--- src/rtl/vend_pkg.sv ---
// Shared types, coin codes and coin valuation for the multi-product vending FSM.
package vend_pkg;

  typedef enum logic [1:0] {
    IDLE    = 2'd0,
    COLLECT = 2'd1,
    VEND    = 2'd2,
    REFUND  = 2'd3
  } state_t;

  localparam logic [1:0] COIN_NONE = 2'b00;
  localparam logic [1:0] COIN_H    = 2'b01;
  localparam logic [1:0] COIN_1    = 2'b10;
  localparam logic [1:0] COIN_BAD  = 2'b11;

  // Half-unit value of a coin code; invalid and empty codes are worth nothing.
  function automatic logic [1:0] coin_value(input logic [1:0] code);
    logic [1:0] val;
    case (code)
      COIN_H:  val = 2'd1;
      COIN_1:  val = 2'd2;
      default: val = 2'd0;
    endcase
    return val;
  endfunction

endpackage

--- src/rtl/fsm_vend_multi_if.sv ---
// Front-end/actuator bundle of the vending FSM; master is the coin/keypad side.
interface fsm_vend_multi_if #(
  parameter int unsigned N_ITEMS = 2,
  parameter int unsigned CRED_W  = 4
) ();
  localparam int unsigned SEL_W = (N_ITEMS > 1) ? $clog2(N_ITEMS) : 1;

  logic              start_flag;
  logic [SEL_W-1:0]  item_sel;
  logic [1:0]        coin;
  logic              cancel;
  logic              working;
  logic              drink_out;
  logic [SEL_W-1:0]  drink_id;
  logic              charge_vld;
  logic [CRED_W-1:0] charge_coin;
  logic              coin_reject;
  logic [CRED_W-1:0] credit;

  modport master (
    output start_flag, item_sel, coin, cancel,
    input  working, drink_out, drink_id, charge_vld, charge_coin, coin_reject, credit
  );

  modport slave (
    input  start_flag, item_sel, coin, cancel,
    output working, drink_out, drink_id, charge_vld, charge_coin, coin_reject, credit
  );
endinterface

--- src/rtl/vend_timer.sv ---
// Inactivity down-counter: load arms it, each enabled cycle counts down, expire_c flags zero.
module vend_timer #(
  parameter int unsigned TIMEOUT = 16
) (
  input  logic clk,
  input  logic rst,
  input  logic load,
  input  logic en,
  output logic expire_c
);
  localparam int unsigned CNT_W = (TIMEOUT > 1) ? $clog2(TIMEOUT) : 1;

  logic [CNT_W-1:0] cnt_q;

  // Loaded with TIMEOUT-1 so expiry is seen on the TIMEOUT-th enabled edge after load.
  always_ff @(posedge clk) begin
    if (rst) begin
      cnt_q <= '0;
    end else if (load) begin
      cnt_q <= CNT_W'(TIMEOUT - 1);
    end else if (en && (cnt_q != '0)) begin
      cnt_q <= cnt_q - CNT_W'(1);
    end
  end

  assign expire_c = (cnt_q == '0);

endmodule

--- src/rtl/fsm_vend_multi.sv ---
// Multi-product vending controller: credit accumulation, price mux, vend/refund sequencing.
module fsm_vend_multi
  import vend_pkg::*;
#(
  parameter int unsigned                N_ITEMS    = 2,
  parameter int unsigned                CRED_W     = 4,
  parameter logic [N_ITEMS*CRED_W-1:0]  PRICE_VEC  = {4'd3, 4'd5},
  parameter int unsigned                MAX_CREDIT = 10,
  parameter int unsigned                TIMEOUT    = 16
) (
  input logic             clk,
  input logic             rst,
  fsm_vend_multi_if.slave bus
);
  localparam int unsigned SEL_W = (N_ITEMS > 1) ? $clog2(N_ITEMS) : 1;
  localparam int unsigned SUM_W = CRED_W + 1;

  // Parameter sanity checks at elaboration.
  if (N_ITEMS < 1 || N_ITEMS > 8) begin : g_bad_items
    $error("N_ITEMS must be within 1..8");
  end
  if (MAX_CREDIT >= (2 ** CRED_W)) begin : g_bad_max
    $error("MAX_CREDIT must be below 2**CRED_W");
  end
  if (TIMEOUT < 1) begin : g_bad_timeout
    $error("TIMEOUT must be at least 1");
  end
  for (genvar g = 0; g < N_ITEMS; g++) begin : g_chk_price
    if (32'(PRICE_VEC[g*CRED_W +: CRED_W]) == 0 ||
        32'(PRICE_VEC[g*CRED_W +: CRED_W]) > MAX_CREDIT) begin : g_bad_price
      $error("every price must lie within 1..MAX_CREDIT");
    end
  end

  state_t            state;
  logic [SEL_W-1:0]  item_q;
  logic [CRED_W-1:0] credit_q;
  logic              working_q;
  logic              drink_out_q;
  logic [SEL_W-1:0]  drink_id_q;
  logic              charge_vld_q;
  logic [CRED_W-1:0] charge_coin_q;
  logic              coin_reject_q;

  logic [CRED_W-1:0] price_c;
  logic [SUM_W-1:0]  sum_c;
  logic              coin_ok_c;
  logic              start_ok_c;
  logic              accept_c;
  logic              expire_c;
  logic              tmr_load_c;
  logic              tmr_en_c;

  // Price of the latched item.
  always_comb begin
    price_c = '0;
    for (int i = 0; i < N_ITEMS; i++) begin
      if (item_q == SEL_W'(i)) price_c = PRICE_VEC[i*CRED_W +: CRED_W];
    end
  end

  // Coin acceptance; the sum carries an extra bit so the ceiling compare cannot wrap.
  always_comb begin
    sum_c      = {1'b0, credit_q} + SUM_W'(coin_value(bus.coin));
    coin_ok_c  = (coin_value(bus.coin) != 2'd0) && (sum_c <= SUM_W'(MAX_CREDIT));
    start_ok_c = bus.start_flag && ({1'b0, bus.item_sel} < (SEL_W + 1)'(N_ITEMS));
    accept_c   = (state == COLLECT) && !bus.cancel && !expire_c && coin_ok_c;
    tmr_load_c = ((state == IDLE) && start_ok_c) || accept_c;
    tmr_en_c   = (state == COLLECT);
  end

  vend_timer #(.TIMEOUT(TIMEOUT)) u_timer (
    .clk      (clk),
    .rst      (rst),
    .load     (tmr_load_c),
    .en       (tmr_en_c),
    .expire_c (expire_c)
  );

  // Transaction FSM with registered pulses; cancel outranks timeout, which outranks coins.
  always_ff @(posedge clk) begin
    if (rst) begin
      state         <= IDLE;
      item_q        <= '0;
      credit_q      <= '0;
      working_q     <= 1'b0;
      drink_out_q   <= 1'b0;
      drink_id_q    <= '0;
      charge_vld_q  <= 1'b0;
      charge_coin_q <= '0;
      coin_reject_q <= 1'b0;
    end else begin
      drink_out_q   <= 1'b0;
      charge_vld_q  <= 1'b0;
      charge_coin_q <= '0;
      coin_reject_q <= (bus.coin != COIN_NONE) && !accept_c;
      case (state)
        IDLE: begin
          if (start_ok_c) begin
            item_q    <= bus.item_sel;
            credit_q  <= '0;
            working_q <= 1'b1;
            state     <= COLLECT;
          end
        end
        COLLECT: begin
          if (bus.cancel || expire_c) begin
            charge_vld_q  <= (credit_q != '0);
            charge_coin_q <= credit_q;
            state         <= REFUND;
          end else if (accept_c) begin
            credit_q <= sum_c[CRED_W-1:0];
            if (sum_c >= {1'b0, price_c}) begin
              drink_out_q <= 1'b1;
              drink_id_q  <= item_q;
              state       <= VEND;
              if (sum_c > {1'b0, price_c}) begin
                charge_vld_q  <= 1'b1;
                charge_coin_q <= CRED_W'(sum_c - {1'b0, price_c});
              end
            end
          end
        end
        VEND, REFUND: begin
          credit_q  <= '0;
          working_q <= 1'b0;
          state     <= IDLE;
        end
        default: state <= IDLE;
      endcase
    end
  end

  assign bus.working     = working_q;
  assign bus.drink_out   = drink_out_q;
  assign bus.drink_id    = drink_id_q;
  assign bus.charge_vld  = charge_vld_q;
  assign bus.charge_coin = charge_coin_q;
  assign bus.coin_reject = coin_reject_q;
  assign bus.credit      = credit_q;

endmodule

--- src/flat_wrapper.sv ---
// flat-port wrapper written by rule: the top's interface ports become plain ports
module fsm_vend_multi_flat import vend_pkg::*;
#(
  parameter int unsigned                N_ITEMS    = 2,
  parameter int unsigned                CRED_W     = 4,
  parameter logic [N_ITEMS*CRED_W-1:0]  PRICE_VEC  = {4'd3, 4'd5},
  parameter int unsigned                MAX_CREDIT = 10,
  parameter int unsigned                TIMEOUT    = 16
)
  (clk, rst, bus_start_flag, bus_item_sel, bus_coin, bus_cancel, bus_working, bus_drink_out, bus_drink_id, bus_charge_vld, bus_charge_coin, bus_coin_reject, bus_credit);
  fsm_vend_multi_if #(.N_ITEMS(N_ITEMS), .CRED_W(CRED_W)) bus_i ();
  input logic clk;
  input logic rst;
  input wire logic [$bits(bus_i.start_flag)-1:0] bus_start_flag;
  input wire logic [$bits(bus_i.item_sel)-1:0] bus_item_sel;
  input wire logic [$bits(bus_i.coin)-1:0] bus_coin;
  input wire logic [$bits(bus_i.cancel)-1:0] bus_cancel;
  output wire logic [$bits(bus_i.working)-1:0] bus_working;
  output wire logic [$bits(bus_i.drink_out)-1:0] bus_drink_out;
  output wire logic [$bits(bus_i.drink_id)-1:0] bus_drink_id;
  output wire logic [$bits(bus_i.charge_vld)-1:0] bus_charge_vld;
  output wire logic [$bits(bus_i.charge_coin)-1:0] bus_charge_coin;
  output wire logic [$bits(bus_i.coin_reject)-1:0] bus_coin_reject;
  output wire logic [$bits(bus_i.credit)-1:0] bus_credit;
  assign bus_i.start_flag = bus_start_flag;
  assign bus_i.item_sel = bus_item_sel;
  assign bus_i.coin = bus_coin;
  assign bus_i.cancel = bus_cancel;
  assign bus_working = bus_i.working;
  assign bus_drink_out = bus_i.drink_out;
  assign bus_drink_id = bus_i.drink_id;
  assign bus_charge_vld = bus_i.charge_vld;
  assign bus_charge_coin = bus_i.charge_coin;
  assign bus_coin_reject = bus_i.coin_reject;
  assign bus_credit = bus_i.credit;
  fsm_vend_multi #(.N_ITEMS(N_ITEMS), .CRED_W(CRED_W), .PRICE_VEC(PRICE_VEC), .MAX_CREDIT(MAX_CREDIT), .TIMEOUT(TIMEOUT)) u_core (.clk(clk), .rst(rst), .bus(bus_i));
endmodule
--- config.mk ---
export PLATFORM = sky130hd
export DESIGN_NAME = fsm_vend_multi_flat
export DESIGN_NICKNAME = d
export VERILOG_FILES = /design/src/rtl/vend_pkg.sv /design/src/rtl/fsm_vend_multi_if.sv /design/src/rtl/vend_timer.sv /design/src/rtl/fsm_vend_multi.sv /design/src/flat_wrapper.sv
export SDC_FILE = /design/constraint.sdc
export NUM_CORES = 1
export LEC_CHECK = 0
export CORE_ASPECT_RATIO = 0.7
export CORE_MARGIN = 2
export CORE_UTILIZATION = 52
export CTS_CLUSTER_SIZE = 14
export DETAILED_ROUTE_END_ITERATION = 8
export GPL_ROUTABILITY_DRIVEN = 0
export PLACE_DENSITY = 0.78
export SLEW_MARGIN = 20
export SYNTH_ARGS = -nofsm -noshare
export SYNTH_HDL_FRONTEND = slang
export SYNTH_SLANG_ARGS = --single-unit
--- constraint.sdc ---
create_clock -name clk -period 3.1 [get_ports clk]
set_clock_uncertainty 0.05 [all_clocks]
set_input_delay 0.62 -clock clk [delete_from_list [all_inputs] [get_ports clk]]
set_output_delay 0.62 -clock clk [all_outputs]
set_load 0.02 [all_outputs]
==> impl_metrics.csv, run 1 <==
group,metric,value,unit
place,place.detailed.hpwl,2220,um
sta,final_hold_viol_count,0,
setup_path,cpPeakStageDelay,570,ps
setup_path,timing.rr.start,"u_core.bus.credit[0]",
worst_hold_path,hold_path_depth,2,
worst_hold_path,whs_endpoint,"u_core.bus.drink_id",
yosys,synth.ff_latch_count,20,
sta,slew_violations,0,
global_routing,grt_start_max_net_pins,15,
pwr,p_leak,0.702,nW
pwr,power_frac_seq,43.8,%
yosys,seq_area_frac_synth,32.8,%
global_routing,grt_pass1_vias,1120,
finish,fill_cells,161,
global_routing,track_usage,25.4,%
pwr,peakVddDrop,0.000544,V
yosys,synth_cells,139,
clock_network,worstSkewPairLatency,310,ps
floorplanning,core,2190,um2
finish,drive_gt1_share,18.6,%
sta,finalCritPeriodShare,98.2,%
setup_path,crit_type,"input port to flip-flop",
route,drt_iter0_markers,79,
pwr,power.switching,0.000180,W
clock_network,h-tree-depth,1,
global_routing,grt_overflow,0,
yosys,synth_adder_area_share,12.5,%
yosys,netlist_area,1220,um2
sta,relSlewSlack,68.4,%
yosys,synth_top_family_by_area,"simple AND/OR/NAND/NOR gates",
setup_path,reg2reg_depth,9,
clock_network,clk_pin_slew,130,ps
yosys,yosysWarnings,0,
worst_hold_path,min_path_type,"flip-flop to flip-flop",
route,wl,3160,um
floorplanning,io_pins,20,
clock_network,cts-root-buf,"clkbuf_4",
yosys,synth_cell_types,47,
clock_network,ctsHoldBuffers,0,
setup_path,cp_slowest_cell,"fa_2",
status,status,"finished, final reports clean",
finish,finalInstanceArea,1630,um2
route,route.antenna.remaining_nets,0,
finish,ff_latch_area,400,um2
route,first_pass_iters,5,
pwr,pwr-share-clk,33.6,%
sta,timing.fmax,329,MHz
clock_network,cts_tree,"done",
setup_path,cp-start-kind,"input port",
yosys,synthSimpleGateAreaFrac,22.5,%
yosys,synth-edff-count,0,
yosys,synth-compound-area-share,19.8,%
setup_path,path_cells,"clkdlybuf4s50_1 -> ha_1 -> ha_2 -> fa_2 -> ha_4 -> a21o_1 -> a21oi_4 -> and3b_1 -> o31ai_2 -> a21oi_1",
setup_path,rr_endpoint,"u_core.bus.charge_coin[3]",
sta,worst_slew_pin_slew,470,ps
sta,setup_viol,0,
setup_path,rrSetupSlack,540,ps
sta,fin_crit,3040,ps
yosys,synth_mux_area_share,3.38,%
pwr,internal_power,0.000470,W
pwr,power_density,398,nW/um2
place,io_buffers,19,
route,vias_per_cell,5.76,
floorplanning,dieArea,2760,um2
setup_path,worstPathArrival,3200,ps
global_routing,grt_antenna_before_repair,0,
place,placed_cell_area,1530,um2
setup_path,end_kind,"flip-flop",
clock_network,cts_buffers,3,
clock_network,cts_sinks,20,
setup_path,critPathRequiredTime,3260,ps
setup_path,cp_max_fo,4,
floorplanning,fp.dieH,44.5,um
clock_network,cts_buffer_depth,2,
pwr,swShare,27.7,%
finish,n_antenna_cell,0,
yosys,synth_xor_area_share,4.21,%
yosys,ys_async_sr_fraction,0,%
worst_hold_path,min_from,"u_core.bus.drink_id",
floorplanning,num_rows,14,
yosys,synth-main-ff-cell,"dfxtp_1",
finish,syn2layout_area_growth,33.7,%
route,drc,0,
pwr,power_frac_comb,22.6,%
floorplanning,start_util,55.7,%
finish,multi_input_area,803,um2
route,num_vias,1176,
finish,nNetsFinal,191,
global_routing,grt_pass1_wl,5090,um
pwr,total_power,0.000649,W
yosys,syn-num-nets,157,
sta,rsz0062_at_grt,"false",
job,maxCapViolCount,0,
floorplanning,die_x,61.9,um
yosys,avgSynthCellArea,8.78,um2
route,wl_per_cell,15.5,um
registers in the layout, indices dropped and copies added, names as in the netlist:
| signal | count |
|---|---|
| u_core.bus.drink_out | 1 |
| u_core.state | 2 |
| u_core.bus.credit | 4 |
| u_core.bus.charge_coin | 4 |
| u_core.u_timer.cnt_q | 4 |
| u_core.bus.charge_vld | 1 |
| u_core.bus.working | 1 |
| u_core.bus.drink_id | 1 |
| u_core.item_q | 1 |
| u_core.bus.coin_reject | 1 |
worst max-delay path: cells and delay by family:
kind	cells	cell delay, ps
adders and majority gates	4	1170
AOI/OAI and AO/OA	4	770
buffers and inverters	1	420
and+or+nand+nor	1	210
cell families after synthesis:
kind of cell | after synthesis
flops | 20
simple gates | 53
mux | 4
compound gates | 33
buf+inv | 13
xor+xnor | 5
fa+ha+maj | 11
synth_stat cells (all sizes together), types with 4 or more instances:
master / count / area share, %
ha: 9 / 9.2
nand2b: 5 / 2.6
nand3: 4 / 1.6
inv: 8 / 2.5
a21oi: 14 / 7.0
nor2: 14 / 4.3
nand2: 12 / 3.7
dfxtp: 20 / 33
layer usage:
layer  part of all wire, %  track usage, %  vias up
li1                      -               -      551
met1                    45            34.4      549
met2                    45            38.9       66
met3                   7.9            7.89       10
met4                   1.8            7.66        0
met5                     0               0        -
cells in the final DEF, fill, tap and decap left out, types with 2 or more instances in the layout:
cell type,Yosys,routed
dfxtp_1,20,20
clkdlybuf4s50_1,0,18
buf_4,0,15
nor2_1,14,14
nand2_1,12,11
a21oi_1,12,11
inv_1,8,8
ha_1,9,7
nand2b_1,5,5
nand3_1,4,4
a21o_1,3,3
nor2b_1,3,3
nor3_1,3,3
mux2i_1,3,3
clkbuf_4,0,3
and2_1,2,2
a21oi_4,1,2
a32o_1,2,2
o21ai_0,2,2
xor2_1,2,2
and3b_1,2,2
xnor2_1,2,2
power groups by stage:
stage	combinational (W)	clock [W]	sequential, W
6_report	0.000147	0.000218	0.000284
4_1_cts	0.000139	0.000219	0.000284
3_5_place_dp	0.000134	0	0.000289
3_3_place_gp	0.000129	0	0.000288
5_1_grt	0.000158	0.000227	0.000286
2_1_floorplan	0.0000827	0	0.000290
worst max-delay path by stage:
stage,from,to,slack (ps),cells after the start
after floorplan,bus_coin[1],u_core.bus.charge_coin[0],170,10
after global placement,bus_coin[1],u_core.bus.charge_coin[1],-370,11
after detailed placement,bus_coin[1],u_core.bus.charge_coin[0],-490,11
after CTS,bus_coin[1],u_core.bus.charge_coin[3],10,12
after global routing,bus_coin[0],u_core.bus.charge_coin[3],20,10
final,bus_coin[0],u_core.bus.charge_coin[3],60,10
final cells by class:
| cell class | instances | area share [%] |
|---|---|---|
| multi-input combinational | 106 | 49.2 |
| timing repair buffer | 34 | 18.7 |
| inverter | 8 | 1.84 |
| clock inverter | 1 | 1.84 |
| clock buffer | 3 | 1.38 |
| sequential | 20 | 24.5 |
| tap | 32 | 2.45 |
metrics by stage:
step / setup WS (ps) / hold slack [ps] / util, % / cells / setup TNS, ps
detailed placement: -494 / 413 / 69.7 / 199 / -5490
floorplan: 170 / 423 / - / 139 / 0
finish: 56.5 / 428 / 74.5 / 204 / 0
global placement: -374 / 405 / 69.7 / 199 / -3990
CTS: 13.9 / 432 / 73.0 / 204 / 0
global route: 17.5 / 476 / 74.5 / 204 / 0
what timing repair did:
action                                  4_1_cts  5_1_grt
endpoints found under the setup margin        8       13
buffers inserted                              1        0
resized for setup                             3        6
pin swaps                                     1        5
Note: power is estimated with default switching activity, not from simulation.
==> run 2, diff against run 1 <==
--- a/config.mk
+++ b/config.mk
@@ -12,6 +12,7 @@
 export DETAILED_ROUTE_END_ITERATION = 8
 export GPL_ROUTABILITY_DRIVEN = 0
 export PLACE_DENSITY = 0.78
+export SETUP_SLACK_MARGIN = 0.05
 export SLEW_MARGIN = 20
 export SYNTH_ARGS = -nofsm -noshare
 export SYNTH_HDL_FRONTEND = slang
==> run 2 against run 1 <==
  * Cell area grew 1.2%
  * Sequential share of layout area shrank 0.30 points
  * Utilization grew 0.91 points
  * Via count grew 2.7%
  * Critical path type unchanged
  * Critical endpoint unchanged
  * Highest routed layer unchanged
==> impl_metrics.csv, run 2 (synthesis gave the netlist of run 1 again) <==
group,metric,value,unit
pwr,total_power,0.000655,W
clock_network,h-tree-depth,1,
route,num_vias,1208,
finish,layout_common_cells,"dfxtp_1, clkdlybuf4s50_1, buf_4, nor2_1, nand2_1",
setup_path,cp_max_fo,4,
sta,fin_crit,3020,ps
job,maxCapViolCount,0,
place,placed_cell_area,1530,um2
finish,final_common_cell,"dfxtp_1",
floorplanning,die_x,61.9,um
global_routing,grt_pass1_vias,1115,
sta,fin_ws,78.5,ps
clock_network,ctsHoldBuffers,0,
global_routing,grt_start_max_net_pins,15,
setup_path,cp_slowest_cell,"fa_2",
floorplanning,start_util,55.7,%
route,wl,3370,um
pwr,power_frac_seq,43.5,%
place,place.detailed.hpwl,2220,um
floorplanning,core,2190,um2
pwr,peakVddDrop,0.000544,V
route,drc,0,
pwr,power_frac_comb,23.2,%
sta,worst_slew_pin_slew,524,ps
pwr,power.switching,0.000184,W
clock_network,cts_sinks,20,
finish,layout.cells.non_filler,204,
pwr,p_leak,0.700,nW
clock_network,cts_buffers,3,
sta,rsz0062_at_grt,"false",
setup_path,rr_endpoint,"u_core.bus.charge_coin[3]",
setup_path,end_kind,"flip-flop",
floorplanning,fp.dieH,44.5,um
setup_path,path_depth,10,
finish,drive_gt1_share,20.3,%
clock_network,cts_buffer_depth,2,
global_routing,grt_overflow,0,
setup_path,path_buf_inv,1,
worst_hold_path,min_path_type,"flip-flop to flip-flop",
setup_path,critPathRequiredTime,3260,ps
pwr,swShare,28.1,%
setup_path,path_delay_family,"adder cells",
sta,timing.fmax,331,MHz
sta,slew_violations,0,
setup_path,worstPathArrival,3180,ps
finish,n_antenna_cell,0,
clock_network,cts_tree,"done",
global_routing,track_usage,25.3,%
setup_path,rrSetupSlack,560,ps
sta,final_hold_viol_count,0,
global_routing,grt_antenna_before_repair,0,
route,drt_iter0_markers,48,
sta,tns,0,ps
place,io_buffers,19,
status,status,"finished, final reports clean",
sta,finalCritPeriodShare,97.5,%
sta,setup_viol,0,
setup_path,crit_type,"input port to flip-flop",
setup_path,path_cells,"clkdlybuf4s50_1 -> ha_1 -> ha_2 -> fa_2 -> ha_4 -> a21o_1 -> a21oi_4 -> and3b_1 -> o31ai_2 -> a21oi_1",
floorplanning,io_pins,20,
setup_path,crit_end,"u_core.bus.charge_coin[3]",
clock_network,cts-root-buf,"clkbuf_4",
pwr,pwr-share-clk,33.3,%
global_routing,grt_pass1_wl,5060,um
place,place_ws,-494,ps
clock_network,clk_pin_slew,130,ps
setup_path,cp-start-kind,"input port",
pwr,internal_power,0.000471,W
setup_path,timing.rr.start,"u_core.bus.credit[0]",
route,route.antenna.remaining_nets,0,
pwr,power_density,397,nW/um2
clock_network,worstSkewPairLatency,320,ps
floorplanning,num_rows,14,
route,first_pass_iters,4,
finish,syn2layout_area_growth,35.4,%
sta,relSlewSlack,64.8,%
floorplanning,dieArea,2760,um2
finish,finalInstanceArea,1650,um2
route,vias_per_cell,5.92,
finish,nNetsFinal,191,
setup_path,setup.worst_path.start,"bus_coin[0]",
route,wl_per_cell,16.5,um
setup_path,cpPeakStageDelay,560,ps
setup_path,reg2reg_depth,9,
place,dp_cells,199,
[run 2: cell count changes in the layout (fill, tap and decap cells not counted)]
cell	delta
a21oi_1	-2
a21oi_2	+2
ha_1	-1
ha_4	+1
[run 2: through the flow]
stage	hold WS (ps)	utilization, %
after detailed placement	413	69.7
after global routing	476	75.4
after floorplan	423	-
after CTS	432	73.7
final	429	75.4
after global placement	405	69.7
[run 2: layout make-up]
cell class                      instances  area (um2)
Multi-Input combinational cell        106         823
Fill cell                             159         538
Sequential cell                        20         400
Timing Repair Buffer                   34         305
Tap cell                               32        40.0
Clock inverter                          1        30.0
Inverter                                8        30.0
Clock buffer                            3        22.5
[run 2: metal layers]
| layer | wire length (um) | part of all wire (%) | track usage, % |
|---|---|---|---|
| met2 | 1470 | 44 | 38.9 |
| met5 | 0 | 0 | 0 |
| met4 | 80 | 2.4 | 7.66 |
| met3 | 318 | 9.4 | 8.19 |
| met1 | 1500 | 45 | 34.0 |
[run 2: power by group through the flow]
stage,Sequential (W),Clock [W],Combinational [W]
CTS,0.000284,0.000219,0.000141
detailed placement,0.000289,0,0.000134
global placement,0.000288,0,0.000129
global route,0.000286,0.000227,0.000163
floorplan,0.000290,0,0.0000827
finish,0.000285,0.000218,0.000152
[run 2: tightest hold or removal path: stages, from the launching register on]
cell	delay, ps
dfxtp_1	330
nand2b_1	60
mux2i_1	60
[run 2: timing repair]
item | in CTS | in global routing
endpoints found under the setup margin | 9 | 14
resized for setup | 5 | 7
pin swaps | 5 | 5
setup buffers | 1 | 0
[run 2: worst min path at each step]
stage                         from                   to  depth (start not counted)
6_report       u_core.bus.drink_id  u_core.bus.drink_id                          2
5_1_grt        u_core.bus.drink_id  u_core.bus.drink_id                          2
4_1_cts        u_core.bus.drink_id  u_core.bus.drink_id                          2
3_5_place_dp   u_core.bus.drink_id  u_core.bus.drink_id                          2
3_3_place_gp    u_core.bus.working   u_core.bus.working                          1
2_1_floorplan      u_core.state[0]      u_core.state[0]                          1
